===== src/rtl/xlr8_pcint_pkg.sv =====
// Shared register-map constants and address decode for the multi-port pin-change controller.
// Optional build macro: XLR8_PCINT_PINFLAG_EN (adds the per-pin PCPFn registers).
package xlr8_pcint_pkg;

  localparam int OFS_PCICR   = 0;
  localparam int OFS_PCIFR   = 1;
  localparam int OFS_PORT    = 2;
  localparam int PORT_STRIDE = 3;
  localparam int MAX_NPORTS  = 8;

  typedef enum logic [2:0] {
    REG_NONE,
    REG_PCICR,
    REG_PCIFR,
    REG_PCMSK,
    REG_PCREN,
    REG_PCFEN,
    REG_PCPF
  } reg_kind_e;

  typedef struct packed {
    reg_kind_e  kind;
    logic [2:0] port;
  } reg_dec_t;

  // Maps a DM address onto a register kind plus port index; REG_NONE when unmapped.
  function automatic reg_dec_t decode_addr(input logic [7:0] adr,
                                           input logic [7:0] base,
                                           input int         nports,
                                           input bit         pinflag);
    reg_dec_t   d;
    logic [7:0] off;
    d.kind = REG_NONE;
    d.port = '0;
    off    = adr - base;
    if (adr >= base) begin
      if (off == 8'(OFS_PCICR)) d.kind = REG_PCICR;
      if (off == 8'(OFS_PCIFR)) d.kind = REG_PCIFR;
      for (int p = 0; p < MAX_NPORTS; p++) begin
        if (p < nports) begin
          if (off == 8'(OFS_PORT + PORT_STRIDE * p)) begin
            d.kind = REG_PCMSK;
            d.port = 3'(p);
          end
          if (off == 8'(OFS_PORT + PORT_STRIDE * p + 1)) begin
            d.kind = REG_PCREN;
            d.port = 3'(p);
          end
          if (off == 8'(OFS_PORT + PORT_STRIDE * p + 2)) begin
            d.kind = REG_PCFEN;
            d.port = 3'(p);
          end
          if (pinflag && (off == 8'(OFS_PORT + PORT_STRIDE * nports + p))) begin
            d.kind = REG_PCPF;
            d.port = 3'(p);
          end
        end
      end
    end
    return d;
  endfunction

endpackage


===== src/rtl/xlr8_pcint_port.sv =====
// One pin-change port: input synchroniser, edge qualification and mask, optional sticky pin flags.
// Optional build macro: XLR8_PCINT_PINFLAG_EN (adds the PCPF register and its ports).
module xlr8_pcint_port
  import xlr8_pcint_pkg::*;
#(
  parameter int WIDTH       = 8,
  parameter int SYNC_STAGES = 2
) (
  input  logic             clk,
  input  logic             rst,
  input  logic [WIDTH-1:0] pin_in,
  input  logic             prime_done,
  input  logic [WIDTH-1:0] pcmsk,
  input  logic [WIDTH-1:0] pcren,
  input  logic [WIDTH-1:0] pcfen,
`ifdef XLR8_PCINT_PINFLAG_EN
  input  logic             pf_wr,
  input  logic [WIDTH-1:0] pf_wdata,
  input  logic             pf_ack,
  output logic [WIDTH-1:0] pcpf,
`endif
  output logic             port_evt
);

  logic [SYNC_STAGES-1:0][WIDTH-1:0] sync_q, sync_d;
  logic [WIDTH-1:0] prev_q, prev_d;
  logic [WIDTH-1:0] s, rise, fall, hit;

  always_comb begin
    sync_d = {sync_q[SYNC_STAGES-2:0], pin_in};
    s      = sync_q[SYNC_STAGES-1];
    prev_d = s;
    rise   = s & ~prev_q & pcren;
    fall   = ~s & prev_q & pcfen;
    // Edges are suppressed until the synchroniser has settled after reset.
    hit    = (rise | fall) & pcmsk & {WIDTH{prime_done}};
  end

  assign port_evt = |hit;

  always_ff @(posedge clk) begin
    if (rst) begin
      sync_q <= '0;
      prev_q <= '0;
    end else begin
      sync_q <= sync_d;
      prev_q <= prev_d;
    end
  end

`ifdef XLR8_PCINT_PINFLAG_EN
  logic [WIDTH-1:0] pcpf_q, pcpf_d;

  // A new hit always survives a same-cycle clear so software never loses a cause.
  always_comb begin
    pcpf_d = pcpf_q;
    if (pf_ack) begin
      pcpf_d = '0;
    end else if (pf_wr) begin
      pcpf_d = pcpf_q & ~pf_wdata;
    end
    pcpf_d = pcpf_d | hit;
  end

  always_ff @(posedge clk) begin
    if (rst) begin
      pcpf_q <= '0;
    end else begin
      pcpf_q <= pcpf_d;
    end
  end

  assign pcpf = pcpf_q;
`endif

endmodule


===== src/rtl/xlr8_pcint_mc.sv =====
// Multi-port pin-change interrupt controller top: DM decode, PCICR/PCIFR, priming, read mux, IRQs.
// Optional build macro: XLR8_PCINT_PINFLAG_EN (maps the per-port PCPFn pin-flag registers).
module xlr8_pcint_mc
  import xlr8_pcint_pkg::*;
#(
  parameter int         NPORTS      = 3,
  parameter int         WIDTH       = 8,
  parameter logic [7:0] BASE_ADDR   = 8'h68,
  parameter int         SYNC_STAGES = 2
) (
  input  logic                      clk,
  input  logic                      rst,
  input  logic [7:0]                ramadr,
  input  logic                      ramre,
  input  logic                      ramwe,
  input  logic                      dm_sel,
  input  logic [7:0]                dbus_in,
  output logic [7:0]                dbus_out,
  output logic                      out_en,
  input  logic [NPORTS*WIDTH-1:0]   pin_in,
  output logic [NPORTS-1:0]         x_irq,
  input  logic [NPORTS-1:0]         x_irq_ack
);

`ifdef XLR8_PCINT_PINFLAG_EN
  localparam bit PINFLAG_EN = 1'b1;
`else
  localparam bit PINFLAG_EN = 1'b0;
`endif
  localparam logic [2:0] PRIME_MAX = 3'(SYNC_STAGES + 1);

  reg_dec_t dec;
  logic     addr_hit, wr_en, rd_en, prime_done;

  logic [NPORTS-1:0]             pcicr_q, pcicr_d;
  logic [NPORTS-1:0]             pcifr_q, pcifr_d;
  logic [NPORTS-1:0][WIDTH-1:0]  pcmsk_q, pcmsk_d;
  logic [NPORTS-1:0][WIDTH-1:0]  pcren_q, pcren_d;
  logic [NPORTS-1:0][WIDTH-1:0]  pcfen_q, pcfen_d;
  logic [2:0]                    prime_q, prime_d;
  logic [NPORTS-1:0]             port_evt;

  assign dec        = decode_addr(ramadr, BASE_ADDR, NPORTS, PINFLAG_EN);
  assign addr_hit   = (dec.kind != REG_NONE);
  assign wr_en      = dm_sel & ramwe & addr_hit;
  assign rd_en      = dm_sel & ramre & addr_hit;
  assign prime_done = (prime_q == PRIME_MAX);

`ifdef XLR8_PCINT_PINFLAG_EN
  logic [NPORTS-1:0]            pf_wr;
  logic [NPORTS-1:0][WIDTH-1:0] pcpf;
`endif

  for (genvar g = 0; g < NPORTS; g++) begin : g_port
`ifdef XLR8_PCINT_PINFLAG_EN
    assign pf_wr[g] = wr_en && (dec.kind == REG_PCPF) && (dec.port == 3'(g));
`endif
    xlr8_pcint_port #(
      .WIDTH       (WIDTH),
      .SYNC_STAGES (SYNC_STAGES)
    ) u_port (
      .clk        (clk),
      .rst        (rst),
      .pin_in     (pin_in[g*WIDTH +: WIDTH]),
      .prime_done (prime_done),
      .pcmsk      (pcmsk_q[g]),
      .pcren      (pcren_q[g]),
      .pcfen      (pcfen_q[g]),
`ifdef XLR8_PCINT_PINFLAG_EN
      .pf_wr      (pf_wr[g]),
      .pf_wdata   (dbus_in[WIDTH-1:0]),
      .pf_ack     (x_irq_ack[g]),
      .pcpf       (pcpf[g]),
`endif
      .port_evt   (port_evt[g])
    );
  end

  always_comb begin
    pcicr_d = pcicr_q;
    pcmsk_d = pcmsk_q;
    pcren_d = pcren_q;
    pcfen_d = pcfen_q;
    pcifr_d = pcifr_q;
    prime_d = prime_done ? prime_q : prime_q + 3'd1;
    if (wr_en && (dec.kind == REG_PCICR)) begin
      pcicr_d = dbus_in[NPORTS-1:0];
    end
    for (int p = 0; p < NPORTS; p++) begin
      if (wr_en && (dec.port == 3'(p))) begin
        if (dec.kind == REG_PCMSK) pcmsk_d[p] = dbus_in[WIDTH-1:0];
        if (dec.kind == REG_PCREN) pcren_d[p] = dbus_in[WIDTH-1:0];
        if (dec.kind == REG_PCFEN) pcfen_d[p] = dbus_in[WIDTH-1:0];
      end
    end
    // Set has priority over W1C and ack so a coincident event is never dropped.
    for (int n = 0; n < NPORTS; n++) begin
      if (port_evt[n]) begin
        pcifr_d[n] = 1'b1;
      end else if ((wr_en && (dec.kind == REG_PCIFR) && dbus_in[n]) || x_irq_ack[n]) begin
        pcifr_d[n] = 1'b0;
      end
    end
  end

  always_ff @(posedge clk) begin
    if (rst) begin
      pcicr_q <= '0;
      pcifr_q <= '0;
      pcmsk_q <= '0;
      pcren_q <= '0;
      pcfen_q <= '0;
      prime_q <= '0;
    end else begin
      pcicr_q <= pcicr_d;
      pcifr_q <= pcifr_d;
      pcmsk_q <= pcmsk_d;
      pcren_q <= pcren_d;
      pcfen_q <= pcfen_d;
      prime_q <= prime_d;
    end
  end

  always_comb begin
    out_en   = rd_en;
    dbus_out = '0;
    if (rd_en) begin
      case (dec.kind)
        REG_PCICR: dbus_out = 8'(pcicr_q);
        REG_PCIFR: dbus_out = 8'(pcifr_q);
        default: begin
          for (int p = 0; p < NPORTS; p++) begin
            if (dec.port == 3'(p)) begin
              if (dec.kind == REG_PCMSK) dbus_out = 8'(pcmsk_q[p]);
              if (dec.kind == REG_PCREN) dbus_out = 8'(pcren_q[p]);
              if (dec.kind == REG_PCFEN) dbus_out = 8'(pcfen_q[p]);
`ifdef XLR8_PCINT_PINFLAG_EN
              if (dec.kind == REG_PCPF)  dbus_out = 8'(pcpf[p]);
`endif
            end
          end
        end
      endcase
    end
  end

  assign x_irq = pcifr_q & pcicr_q;

endmodule

===== config.mk =====
export PLATFORM = sky130hd
export DESIGN_NAME = xlr8_pcint_mc
export DESIGN_NICKNAME = d
export VERILOG_FILES = /design/src/rtl/xlr8_pcint_pkg.sv /design/src/rtl/xlr8_pcint_port.sv /design/src/rtl/xlr8_pcint_mc.sv
export SDC_FILE = /design/constraint.sdc
export NUM_CORES = 1
export LEC_CHECK = 0
export CAP_MARGIN = 20
export CORE_MARGIN = 4
export CORE_UTILIZATION = 50
export CTS_CLUSTER_DIAMETER = 80
export DETAILED_ROUTE_END_ITERATION = 10
export PLACE_DENSITY = 0.74
export SKIP_LAST_GASP = 1
export SLEW_MARGIN = 20
export SYNTH_ARGS = -nofsm -noshare
export SYNTH_HDL_FRONTEND = slang
export SYNTH_HIERARCHICAL = 1
export SYNTH_SLANG_ARGS = --single-unit

===== constraint.sdc =====
create_clock -name clk -period 6.1 [get_ports clk]
set_clock_uncertainty 0.1 [all_clocks]
set_input_delay 1.22 -clock clk [delete_from_list [all_inputs] [get_ports clk]]
set_output_delay 1.22 -clock clk [all_outputs]
set_load 0.01 [all_outputs]

## Word level (Yosys, flattened, before mapping)

Cells that the tools add are included.

| word-level totals | value |
|---|---|
| register bits | 153 |
| bits of input ports | 48 |
| output and inout bits | 12 |
| logic and storage cells | 137 |

| operators by class | value |
|---|---|
| add/subtract/negate cells | 2 |
| equal/unequal tests | 18 |
| reductions and logical operators | 29 |
| mux-type cells | 32 |
| $lt $le $gt $ge | 1 |
| bitwise gates (word level) | 32 |

Operator list:

| cell | count |
|---|---|
| 8-bit bitwise AND | 18 |
| 8-bit 2-to-1 mux | 13 |
| 6-bit 2-to-1 mux | 10 |
| 8-bit inverter | 6 |
| 8-bit by 3-bit == test with 1-bit output, second input constant | 4 |
| 8-bit by 4-bit == test with 1-bit output, second input constant | 3 |
| 8-bit OR | 3 |
| 8-bit OR reduction | 3 |
| 2-bit AND reduction | 9 |
| 8-bit by 2-bit == test with 1-bit output, second input constant | 2 |
| 8-bit one-hot mux with 2 select lines | 1 |
| 3-bit by 2-bit == test with 1-bit output, second input constant | 4 |
| 8-bit by 1-bit == test with 1-bit output, second input constant | 1 |
| 8-bit by 7-bit >= comparator with 1-bit output, second input constant | 1 |
| 1-bit logical AND | 8 |
| 8-bit logical NOT | 1 |
| 8-bit by 7-bit subtractor with 8-bit output, second input constant | 1 |
| 1-bit 2-to-1 mux | 7 |
| 3-bit by 1-bit == test with 1-bit output, second input constant | 2 |
| 3-bit == test, second input constant | 2 |
| 2-bit nonzero test | 3 |
| 1-bit bitwise AND | 4 |
| 3-bit by 1-bit adder with 3-bit output, second input constant | 1 |
| 3-bit bitwise AND | 1 |
| 4 further kinds | 6 |

## Depth between registers and ports, before layout

Gate-level depths: netlist of the first run.

| depth | value |
|---|---|
| word-level depth | 29 |
| depth in mapped cells | 12 |

## Modules after synthesis

Netlist of the first run, hierarchy kept.

By module, submodules not included:

| module | sequential area each (um^2) | area each (um^2) | cells each | instances |
|---|---|---|---|---|
| xlr8_pcint_mc | 1621.6 | 4384.2 | 487 | 1 |
| xlr8_pcint_port | 480.5 | 823.3 | 76 | 3 |

## Worst setup path after synthesis of the first run

OpenSTA, ideal clock, no wires.

| timing path | value |
|---|---|
| path type | in2out |
| start point | input ramadr[3] |
| end point | output dbus_out[5] |
| data arrival time | 3.136 ns |
| path slack | 1.644 ns |
| buffers on the path | 2 |
| stages on the path | 10 |
| path through | buf_6 > inv_1 > ha_1 > and2b_1 > mux2i_4 > nor3_2 > buf_6 > a211o_1 > a221o_1 > o2bb2ai_1 |

| on the way | value |
|---|---|
| cells in the longest elaborated chain, start to end | 29 |
| elaborated cells between the ends (all ways) | 49 |
| those cells by class | add/sub: 1; order compare: 1; eq/ne: 17; mux: 26; bitwise: 1; reduce/logical: 3 |

Ends and longest elaborated chain:

| what | RTL line | text |
|---|---|---|
| start, declared | xlr8_pcint_mc.sv:13 | `input logic [7:0] ramadr,` |
| 8-bit by 7-bit subtractor with 8-bit output | xlr8_pcint_pkg.sv:35 | `off = adr - base;` |
| 8-bit logical NOT | xlr8_pcint_pkg.sv:37 | `if (off == 8'(OFS_PCICR)) d.kind = REG_PCICR;` |
| 1-bit 2-to-1 mux | xlr8_pcint_pkg.sv:37 |  |
| 3-bit 2-to-1 mux | xlr8_pcint_pkg.sv:38 | `if (off == 8'(OFS_PCIFR)) d.kind = REG_PCIFR;` |
| 6-bit 2-to-1 mux | xlr8_pcint_pkg.sv:41 | `if (off == 8'(OFS_PORT + PORT_STRIDE * p)) begin` |
| 6-bit 2-to-1 mux | xlr8_pcint_pkg.sv:45 | `if (off == 8'(OFS_PORT + PORT_STRIDE * p + 1)) begin` |
| 6-bit 2-to-1 mux | xlr8_pcint_pkg.sv:49 | `if (off == 8'(OFS_PORT + PORT_STRIDE * p + 2)) begin` |
| 6-bit 2-to-1 mux | xlr8_pcint_pkg.sv:41 |  |
| (+13 left out) | n/a |  |
| 8-bit 2-to-1 mux | xlr8_pcint_mc.sv:136 | `if (dec.kind == REG_PCFEN) dbus_out = 8'(pcfen_q[p]);` |
| 8-bit 2-to-1 mux | xlr8_pcint_mc.sv:133 | `if (dec.port == 3'(p)) begin` |
| 8-bit 2-to-1 mux | xlr8_pcint_mc.sv:134 | `if (dec.kind == REG_PCMSK) dbus_out = 8'(pcmsk_q[p]);` |
| 8-bit 2-to-1 mux | xlr8_pcint_mc.sv:135 | `if (dec.kind == REG_PCREN) dbus_out = 8'(pcren_q[p]);` |
| 8-bit 2-to-1 mux | xlr8_pcint_mc.sv:136 |  |
| 8-bit 2-to-1 mux | xlr8_pcint_mc.sv:133 |  |
| 8-bit one-hot mux with 2 select lines | xlr8_pcint_mc.sv:128 | `case (dec.kind)` |
| 8-bit 2-to-1 mux * | xlr8_pcint_mc.sv:127 | `if (rd_en) begin` |
| end, declared | xlr8_pcint_mc.sv:18 | `output logic [7:0] dbus_out,` |

Mark *: on every way between the ends. The rest lies on a longest branch, timed or not.

## Final worst setup path of the first run

| timing path | value |
|---|---|
| start point | input ramadr[1] |
| end point | output dbus_out[2] |

Same word-level chain as after synthesis.

==> results by group, run 1 <==
Timing
  • RSZ-0062 raised after global routing: false
  • Peak Freq: approximately 170 MHz
  • Final Hold Violating Endpoints: 0
  • Least-Margin Pin Slew: 0.9504 ns
  • Pins over their slew limit: 0
  • Relative max-transition margin: a little over a third
  • Tmin final: 5.749 ns
  • Period utilization: a little over nine tenths
  • Final-report setup violation count: 0
  • Setup TNS: 0 ns

Global route
  • Pin count of the biggest net entering global routing: ~110
  • Global-route wire length before repair: 29.44 mm
  • Met1 Use GR: a little under a third
  • Busiest layer in global routing: met2
  • Met2 GRT Util: about 37%
  • GR Util All Layers: about a quarter
  • Met3 Use GR: roughly 5%
  • Antenna violations before repair: 0
  • Vias in the first global route: around 5400
  • Gr ovfl total: 0

Routing
  • # DRC: 0
  • Initial DRC count: about 530
  • Antenna viol nets, final: 0
  • Drt wl/cell: a little under 20 um
  • Via count: between 5000 and 6000
  • Post-Route WL: approximately 18 mm
  • Post-DR vias/cell: approximately 5.8
  • DR pass1 iterations: 5

Power and ir drop
  • Leak: approximately 3.3 nW
  • Maximum VDD drop: about 0.26 mV
  • Total power: 0.002264 W
  • Pwr Density: 276.2 nW/um^2

Placement
  • Routability cong.: approximately 0.95
  • I/O Buffers: 59
  • HPWL Detailed: roughly 13 mm

Cells and area
  • Fillers: around 1100
  • Nets: 815
  • Fraction of layout instances using a drive strength above 1: 9.781%
  • Layout Area Growth over Synthesis: 19.59%
  • N_diodes: 0
  • Sequential standard cell area: 3063 um^2
  • Multi-input logic area: 3547 um^2
  • Most common cell after layout, fill and taps aside: dfxtp_1
  • Commonest non-fill, non-tap cells in the layout: dfxtp_1 (153), nor2_1 (88), mux2i_1 (81)

Clock network
  • CTS Sinks: roughly 150
  • Post-CTS sizing: 0
  • H-tree Lvls: 4
  • Setup bufs post-CTS: 0
  • Clock Path Buffers: 2
  • CTS tree: built
  • CTS buffer count: 17
  • Clk slew on worst S/H paths: 0.06 ns
  • Later-pin clock latency in the skew report: ~0.43 ns
  • Post-CTS Hold Fix Bufs: 0
  • Root Buffer: clkbuf_16

Critical path
  • CP Launch Type: primary input
  • Internal reg-to-reg setup slack: 4.36 ns
  • Reg2Reg Depth: 5
  • CP dominant cell by count: clkdlybuf4s50_1
  • Worst path max stage delay: around 0.93 ns
  • CP Class: in -> out
  • Worst path slowest cell: clkdlybuf4s50_1
  • R2R Path End: pcifr_q[1]
  • Reg2reg start: prime_q[0]
  • Worst Path Required: 4.78 ns
  • CP Cell Sequence: clkdlybuf4s50_1 -> nor2b_1 -> mux2i_1 -> o221ai_1 -> a21o_1 -> o311ai_0 -> and3_1 -> clkdlybuf4s50_1
  • Crit path max-delay family: buffers and inverters
  • Crit path capture type: output pin
  • Crit-path max FO: 19
  • CP arrival: 4.43 ns
  • CP bufs+invs: 2
  • Critical path depth: 8

Min path
  • Worst min path class: reg -> reg
  • Worst Hold Endpoint: g_port[1].u_port/prev_d[7]
  • Hold depth: 1
  • Hold Startpoint: g_port[1].u_port/sync_d[15]

Yosys
  • Syn Inst Count: 715
  • Ys flop type: dfxtp_1
  • Syn_nets: 766
  • Synthesized cell area: 6854 um^2
  • Average cell area after synthesis: around 9.6 um^2
  • Sequential share of the synthesized area: 44.69%
  • Ys Warns: 6
  • #FFs+latches synth: 153
  • Distinct cells, synth: 63
  • Number of flops mapped to enable cells by yosys: 0
  • Synth async-reset ratio: 0%

Die
  • # IOs: 60
  • Initial core utilization: a little over 50%
  • Die X: ~130 um
  • Chip Height: approximately 130 um
  • Core Rows: 42
  • Core area: 13350 um^2
  • DIE AREA: ~16000 um^2

Run
  • Total of max-cap violations: 0

Status
  • Status: finished clean
power by group:
part / internal (W) / total (W) / switching (W)
combinational: 0.0000695 / 0.000158 / 0.0000889
sequential: 0.00102 / 0.00103 / 0.0000106
clock: 0.000601 / 0.00107 / 0.000472
layout make-up:
cell class | instances | share of cell area [%]
inverters | 8 | 0.3664
repair buffers | 75 | 8.823
flip-flops and latches | 153 | 37.37
multi-input cells | 509 | 43.28
clock buffers | 18 | 5.358
clock inverters | 14 | 2.122
well taps | 176 | 2.687
worst register-to-register path: stages (launching register included):
cell	delay, ns
dfxtp_1	0.36
ha_1	0.17
ha_1	0.46
a21boi_1	0.34
inv_1	0.09
a21oi_1	0.15
worst max path at each step:
stage	start	endpoint	slack, ns
2_1_floorplan	ramadr[3]	dbus_out[5]	1.64
3_3_place_gp	ramadr[1]	dbus_out[2]	0.34
3_5_place_dp	ramadr[1]	dbus_out[1]	0.39
4_1_cts	ramadr[1]	dbus_out[2]	0.39
5_1_grt	ramadr[1]	dbus_out[2]	0.14
6_report	ramadr[1]	dbus_out[2]	0.35
stage by stage:
| step | cell area, um^2 | instances | hold slack (ns) | setup slack [ns] | util, % |
|---|---|---|---|---|---|
| 3_5_place_dp | 7556 | 920 | 0.3234 | 0.3875 | 56.61 |
| 3_3_place_gp | 7556 | 920 | 0.3177 | 0.3415 | 56.61 |
| 5_1_grt | 8197 | 953 | 0.3607 | 0.1366 | 61.41 |
| 4_1_cts | 8169 | 952 | 0.3383 | 0.3879 | 61.20 |
| 2_1_floorplan | 6854 | 715 | 0.3138 | 1.644 | - |
| 6_report | 8197 | 953 | 0.3351 | 0.3511 | 61.41 |
kinds of logic after synthesis:
family          Yosys count  share of synthesized area (%)
compound gates          102                          10.24
simple gates            313                          27.42
flops                   153                          44.69
xor+xnor                  6                         0.7667
fa+ha+maj                 3                         0.5477
mux                      85                          12.65
buf+inv                  53                          3.687
synth_stat cells (all sizes together) (5+ instances only):
master	instances	area [um^2]
dfxtp	153	3063
buf	25	147.6
nor2b	81	514.3
nor2	88	330.3
nor4	5	46.29
nand3	34	245.2
a221o	5	50.05
a22oi	9	67.56
nand4b	37	324.1
a21oi	22	110.1
nor3	19	115.1
o21ai	25	125.1
nand2	22	90.09
inv	8	30.03
clkbuf	20	75.07
a211o	6	52.55
mux2i	82	833.3
sequential cells by signal, indices dropped and copies added (netlist names), 24 cells and up:
name / cells
g_port.u_port/prev_d: 24
pcmsk_q: 24
pcfen_q: 24
g_port.u_port/prev_q: 24
pcren_q: 24
g_port.u_port/sync_d: 24
routing by layer:
| layer | part of all wire (%) | wire [um] | up-vias |
|---|---|---|---|
| li1 | - | - | 2663 |
| met1 | 45 | 8189 | 2676 |
| met2 | 46 | 8521 | 193 |
| met3 | 5.5 | 1007 | 38 |
| met4 | 3.4 | 622 | 0 |
| met5 | 0 | 0 | - |
Note: power is estimated with default switching activity, not from simulation.
==> run 2, diff against run 1 <==
--- a/config.mk
+++ b/config.mk
@@ -5,10 +5,10 @@
 export SDC_FILE = /design/constraint.sdc
 export NUM_CORES = 1
 export LEC_CHECK = 0
-export CAP_MARGIN = 20
+export CAP_MARGIN = 40
 export CORE_MARGIN = 4
 export CORE_UTILIZATION = 50
-export CTS_CLUSTER_DIAMETER = 80
+export CTS_CLUSTER_DIAMETER = 100
 export DETAILED_ROUTE_END_ITERATION = 10
 export PLACE_DENSITY = 0.74
 export SKIP_LAST_GASP = 1
==> run 2 against run 1 <==
Design area decreased by 0.38%. Fmax shrank 0.26%. Largest cell class unchanged. Largest power group is now registers. Via count up 0.31%. Final cell count grew 0.10%. Routed wire length about the same. Combinational power about the same. Critical path depth unchanged. Die area stayed put. Hold slack worse by 0.0011 ns.
==> results by group, run 2 (synthesis gave the netlist of run 1 again) <==
Die
  • Chip Height: about 130 um
  • # IOs: 60
  • DIE AREA: 15650 um^2
  • Initial core utilization: roughly half
  • Core area: 13350 um^2
  • Core Rows: 42
  • Die X: approximately 130 um

Clock network
  • Clk slew on worst S/H paths: approximately 0.060 ns
  • Setup bufs post-CTS: 0
  • CTS tree: built
  • CTS buffer count: 17
  • Root Buffer: clkbuf_16
  • Clock Path Buffers: 2
  • CTS Sinks: approximately 150
  • Post-CTS sizing: 0
  • Later-pin clock latency in the skew report: 0.42 ns
  • Post-CTS Hold Fix Bufs: 0
  • H-tree Lvls: 4

Cells and area
  • Most common cell after layout, fill and taps aside: dfxtp_1
  • Finished Cell Area: about 8200 um^2
  • Nets: between 800 and 900
  • Fraction of layout instances using a drive strength above 1: between 9 and 10%
  • Commonest non-fill, non-tap cells in the layout: dfxtp_1 (153), nor2_1 (88), mux2i_1 (81)
  • Non-filler cells, final: between 900 and 1000
  • Fillers: between 1000 and 1500
  • N_diodes: 0
  • Layout Area Growth over Synthesis: 19.13%

Global route
  • Gr ovfl total: 0
  • Global-route wire length before repair: 29.50 mm
  • Pin count of the biggest net entering global routing: 76
  • Antenna violations before repair: 0
  • GR Util All Layers: between 20% and 30%
  • Vias in the first global route: 5396

Power and ir drop
  • Sw Pwr: 0.0005378 W
  • Seq pwr share: between 40% and 50%
  • Logic pwr share: a little over 7%
  • Maximum VDD drop: ~0.19 mV
  • Clock Power Share: between 40% and 50%
  • Switching part of the total: between 20% and 30%
  • Int Pwr: about 0.0017 W
  • Pwr Density: around 270 nW/um^2
  • Leak: 3.296 nW

Timing
  • Pins over their slew limit: 0
  • RSZ-0062 raised after global routing: false
  • Relative max-transition margin: between 40% and 50%
  • Tmin final: between 5 and 6 ns
  • Period utilization: a little over nine tenths
  • Final-report setup violation count: 0
  • Final Hold Violating Endpoints: 0
  • Setup TNS: 0 ns
  • Peak Freq: between 150 and 200 MHz
  • Least-Margin Pin Slew: between 0.7 and 0.8 ns
  • Min Hold Slack: between 0.3 and 0.4 ns

Placement
  • Routability cong.: 0.9536
  • Post-Place Cell Area: about 7600 um^2
  • HPWL Detailed: ~13 mm
  • Cells after DPL: slightly above 900
  • I/O Buffers: a little under 60

Critical path
  • Crit-path max FO: 19
  • Worst Path Required: between 4 and 5 ns
  • Crit path capture type: output pin
  • Internal reg-to-reg setup slack: 4.30 ns
  • CP Launch Type: primary input
  • CP Class: in -> out
  • CP arrival: between 4 and 5 ns
  • Reg2Reg Depth: 5

Routing
  • Post-DR vias/cell: ~5.9
  • Initial DRC count: between 500 and 600
  • Post-Route WL: 18.34 mm
  • Antenna viol nets, final: 0
  • DR pass1 iterations: 5
  • Drt wl/cell: 19.23 um
  • Via count: ~5600
  • # DRC: 0

Min path
  • Hold depth: 1
  • Worst min path class: reg -> reg

Run
  • Total of max-cap violations: 0

Status
  • Status: finished clean
[run 2: cell types whose count changed in the layout (fill, tap and decap cells not counted), sizes merged]
cell      before  now
inv           17   14
clkinvlp       0    1
clkinv         4    6
buf           18   19
[run 2: layout make-up]
class	instances	area [um^2]	area share, %
multi-input cells	509	3547	43.44
flip-flops and latches	153	3063	37.51
repair buffers	76	728.2	8.918
clock buffers	18	439.2	5.378
well taps	176	220.2	2.697
clock inverters	14	137.6	1.686
inverters	8	30.03	0.3678
[run 2: worst paths after layout]
path,startpoint,end
worst max-delay path,ramadr[1],dbus_out[2]
worst min-delay path,g_port[1].u_port/sync_d[15],g_port[1].u_port/prev_d[7]
worst max register to register,prime_q[0],pcifr_q[1]
worst min register to register,g_port[1].u_port/sync_d[15],g_port[1].u_port/prev_d[7]
[run 2: through the flow]
stage	util (%)	setup slack, ns	total power, W
after detailed placement	56.81	0.3750	0.001212
after global routing	61.17	0.08253	0.002289
after floorplan	-	1.644	0.001148
final	61.17	0.3363	0.002211
after global placement	56.61	0.3415	0.001205
after CTS	61.14	0.3522	0.002226
[run 2: per-layer routing]
| layer | vias up | wire (um) | track usage [%] |
|---|---|---|---|
| li1 | 2658 | - | - |
| met1 | 2695 | 8147 | 31.37 |
| met2 | 182 | 8347 | 37.05 |
| met3 | 52 | 1071 | 5.160 |
| met4 | 0 | 778 | 11.93 |
| met5 | - | 0 | 0 |
[run 2: worst max-delay path, cell delays in order]
cell             delay [ns]
clkdlybuf4s50_1        0.93
nor2b_1                0.71
mux2i_1                0.28
o221ai_1               0.32
a21o_1                 0.19
o311ai_0               0.11
and3_1                 0.19
clkdlybuf4s50_1        0.47
[run 2: power groups by stage]
stage               clock, W  combinational (W)  sequential (W)
floorplan                  0          0.0000971         0.00105
global placement           0           0.000152         0.00105
detailed placement         0           0.000157         0.00105
CTS                  0.00103           0.000158         0.00103
global route         0.00108           0.000173         0.00104
finish               0.00102           0.000158         0.00103
==> run 3, diff against run 2 <==
--- a/config.mk
+++ b/config.mk
@@ -8,6 +8,7 @@
 export CAP_MARGIN = 40
 export CORE_MARGIN = 4
 export CORE_UTILIZATION = 50
+export CTS_BUF_LIST = sky130_fd_sc_hd__clkbuf_16
 export CTS_CLUSTER_DIAMETER = 100
 export DETAILED_ROUTE_END_ITERATION = 10
 export PLACE_DENSITY = 0.74
==> run 3 against run 2 <==
Clock power hardly changed. Design area is 0.12% lower. First-iteration DRC count is 2.7% lower. Final cell count stayed put. Register-to-register slack hardly changed. Non-clock buffer count stayed put. Via count hardly changed. Utilization is 0.075 points lower.
==> results by group, run 3 (synthesis gave the netlist of run 1 again) <==
Critical path
  • Crit-path max FO: 19
  • Worst Path Required: roughly 4.8 ns
  • CP bufs+invs: 2
  • Crit path max-delay family: buffers and inverters
  • CP Launch Type: primary input
  • CP Cell Sequence: clkdlybuf4s50_1 -> nor2b_1 -> mux2i_1 -> o221ai_1 -> a21o_1 -> o311ai_0 -> and3_1 -> clkdlybuf4s50_1
  • CP Class: in -> out
  • Crit path capture type: output pin
  • CP arrival: 4.46 ns
  • CP dominant cell by count: clkdlybuf4s50_1
  • Worst path max stage delay: around 0.92 ns
  • Worst path slowest cell: clkdlybuf4s50_1

Timing
  • Setup TNS: 0 ns
  • Least-Margin Pin Slew: around 0.80 ns
  • Relative max-transition margin: roughly 46%
  • RSZ-0062 raised after global routing: false
  • Pins over their slew limit: 0
  • Final-report setup violation count: 0
  • Period utilization: 94.80%
  • Tmin final: between 5 and 6 ns
  • Peak Freq: ~170 MHz
  • Final Hold Violating Endpoints: 0

Routing
  • # DRC: 0
  • Initial DRC count: roughly 540
  • Drt wl/cell: around 19 um
  • Post-Route WL: 18.35 mm
  • Post-DR vias/cell: 5.854
  • DR pass1 iterations: 7
  • Via count: between 5000 and 6000
  • Antenna viol nets, final: 0

Clock network
  • Setup bufs post-CTS: 0
  • H-tree Lvls: 4
  • Later-pin clock latency in the skew report: 0.43 ns
  • CTS buffer count: 17
  • CTS Sinks: 153
  • CTS tree: built
  • Clk slew on worst S/H paths: 0.06 ns
  • Post-CTS sizing: 0
  • Post-CTS Hold Fix Bufs: 0
  • Root Buffer: clkbuf_16
  • Clock Path Buffers: 2

Placement
  • I/O Buffers: 59
  • Routability cong.: approximately 0.95
  • Cells after DPL: slightly above 900
  • HPWL Detailed: around 13 mm

Min path
  • Worst min path class: reg -> reg

Cells and area
  • Fraction of layout instances using a drive strength above 1: 9.769%
  • N_diodes: 0
  • Nets: slightly above 800
  • Multi-input logic area: around 3500 um^2
  • Most common cell after layout, fill and taps aside: dfxtp_1
  • Commonest non-fill, non-tap cells in the layout: dfxtp_1 (153), nor2_1 (88), mux2i_1 (81)
  • Sequential standard cell area: between 3000 and 4000 um^2
  • Non-filler cells, final: approximately 950
  • Fillers: roughly 1100
  • Layout Area Growth over Synthesis: 18.99%

Die
  • DIE AREA: 15650 um^2
  • Core Rows: 42
  • Die X: around 130 um
  • # IOs: 60
  • Initial core utilization: roughly half
  • Core area: around 13000 um^2
  • Chip Height: about 130 um

Power and ir drop
  • Maximum VDD drop: 0.1868 mV
  • Pwr Density: roughly 270 nW/um^2
  • Leak: ~3.3 nW

Run
  • Total of max-cap violations: 0

Global route
  • Pin count of the biggest net entering global routing: 76
  • Gr ovfl total: 0
  • GR Util All Layers: between 20% and 30%
  • Global-route wire length before repair: 29.46 mm
  • Antenna violations before repair: 0
  • Vias in the first global route: about 5400

Status
  • Status: finished clean
[run 3: changes by cell type in the layout (fill, tap and decap cells not counted)]
cell and delta:
clkbuf_8 -1, clkinv_1 +1
[run 3: final timing paths]
path                                                  start  slack (ns)  depth (start not counted)                    endpoint
worst min register to register  g_port[1].u_port/sync_d[15]        0.33                          1  g_port[1].u_port/prev_d[7]
worst max register to register                   prime_q[0]        4.31                          5                  pcifr_q[1]
worst min-delay path            g_port[1].u_port/sync_d[15]        0.33                          1  g_port[1].u_port/prev_d[7]
worst max-delay path                              ramadr[1]        0.32                          8                 dbus_out[2]
[run 3: power by group]
part	total, W	internal (W)	switching [W]	leakage [nW]
logic	0.000159	0.0000693	0.0000893	1.77
clock network	0.00101	0.000569	0.000438	0.278
registers	0.00103	0.00102	0.0000105	1.25
[run 3: layer usage]
layer	up-vias	track usage [%]	routed length [um]
met5	-	0	0
met4	0	11.93	754
met3	46	5.160	1019
met2	186	36.95	8381
met1	2693	31.32	8196
li1	2660	-	-
[run 3: cell type report]
type / instances / area share [%]
inverter: 8 / 0.3682
clock buffer: 17 / 5.216
tap: 176 / 2.700
timing repair buffer: 76 / 8.929
sequential: 153 / 37.56
multi-input combinational: 509 / 43.49
clock inverter: 15 / 1.734
[run 3: stage by stage]
stage	instance area (um^2)	hold slack, ns	setup slack [ns]	utilization [%]	power [W]
finish	8155	0.3340	0.3171	61.10	0.002199
global route	8155	0.3566	0.08253	61.10	0.002276
CTS	8150	0.3367	0.3522	61.06	0.002212
detailed placement	7584	0.3218	0.3750	56.81	0.001212
global placement	7556	0.3177	0.3415	56.61	0.001205
floorplan	6854	0.3138	1.644	-	0.001148
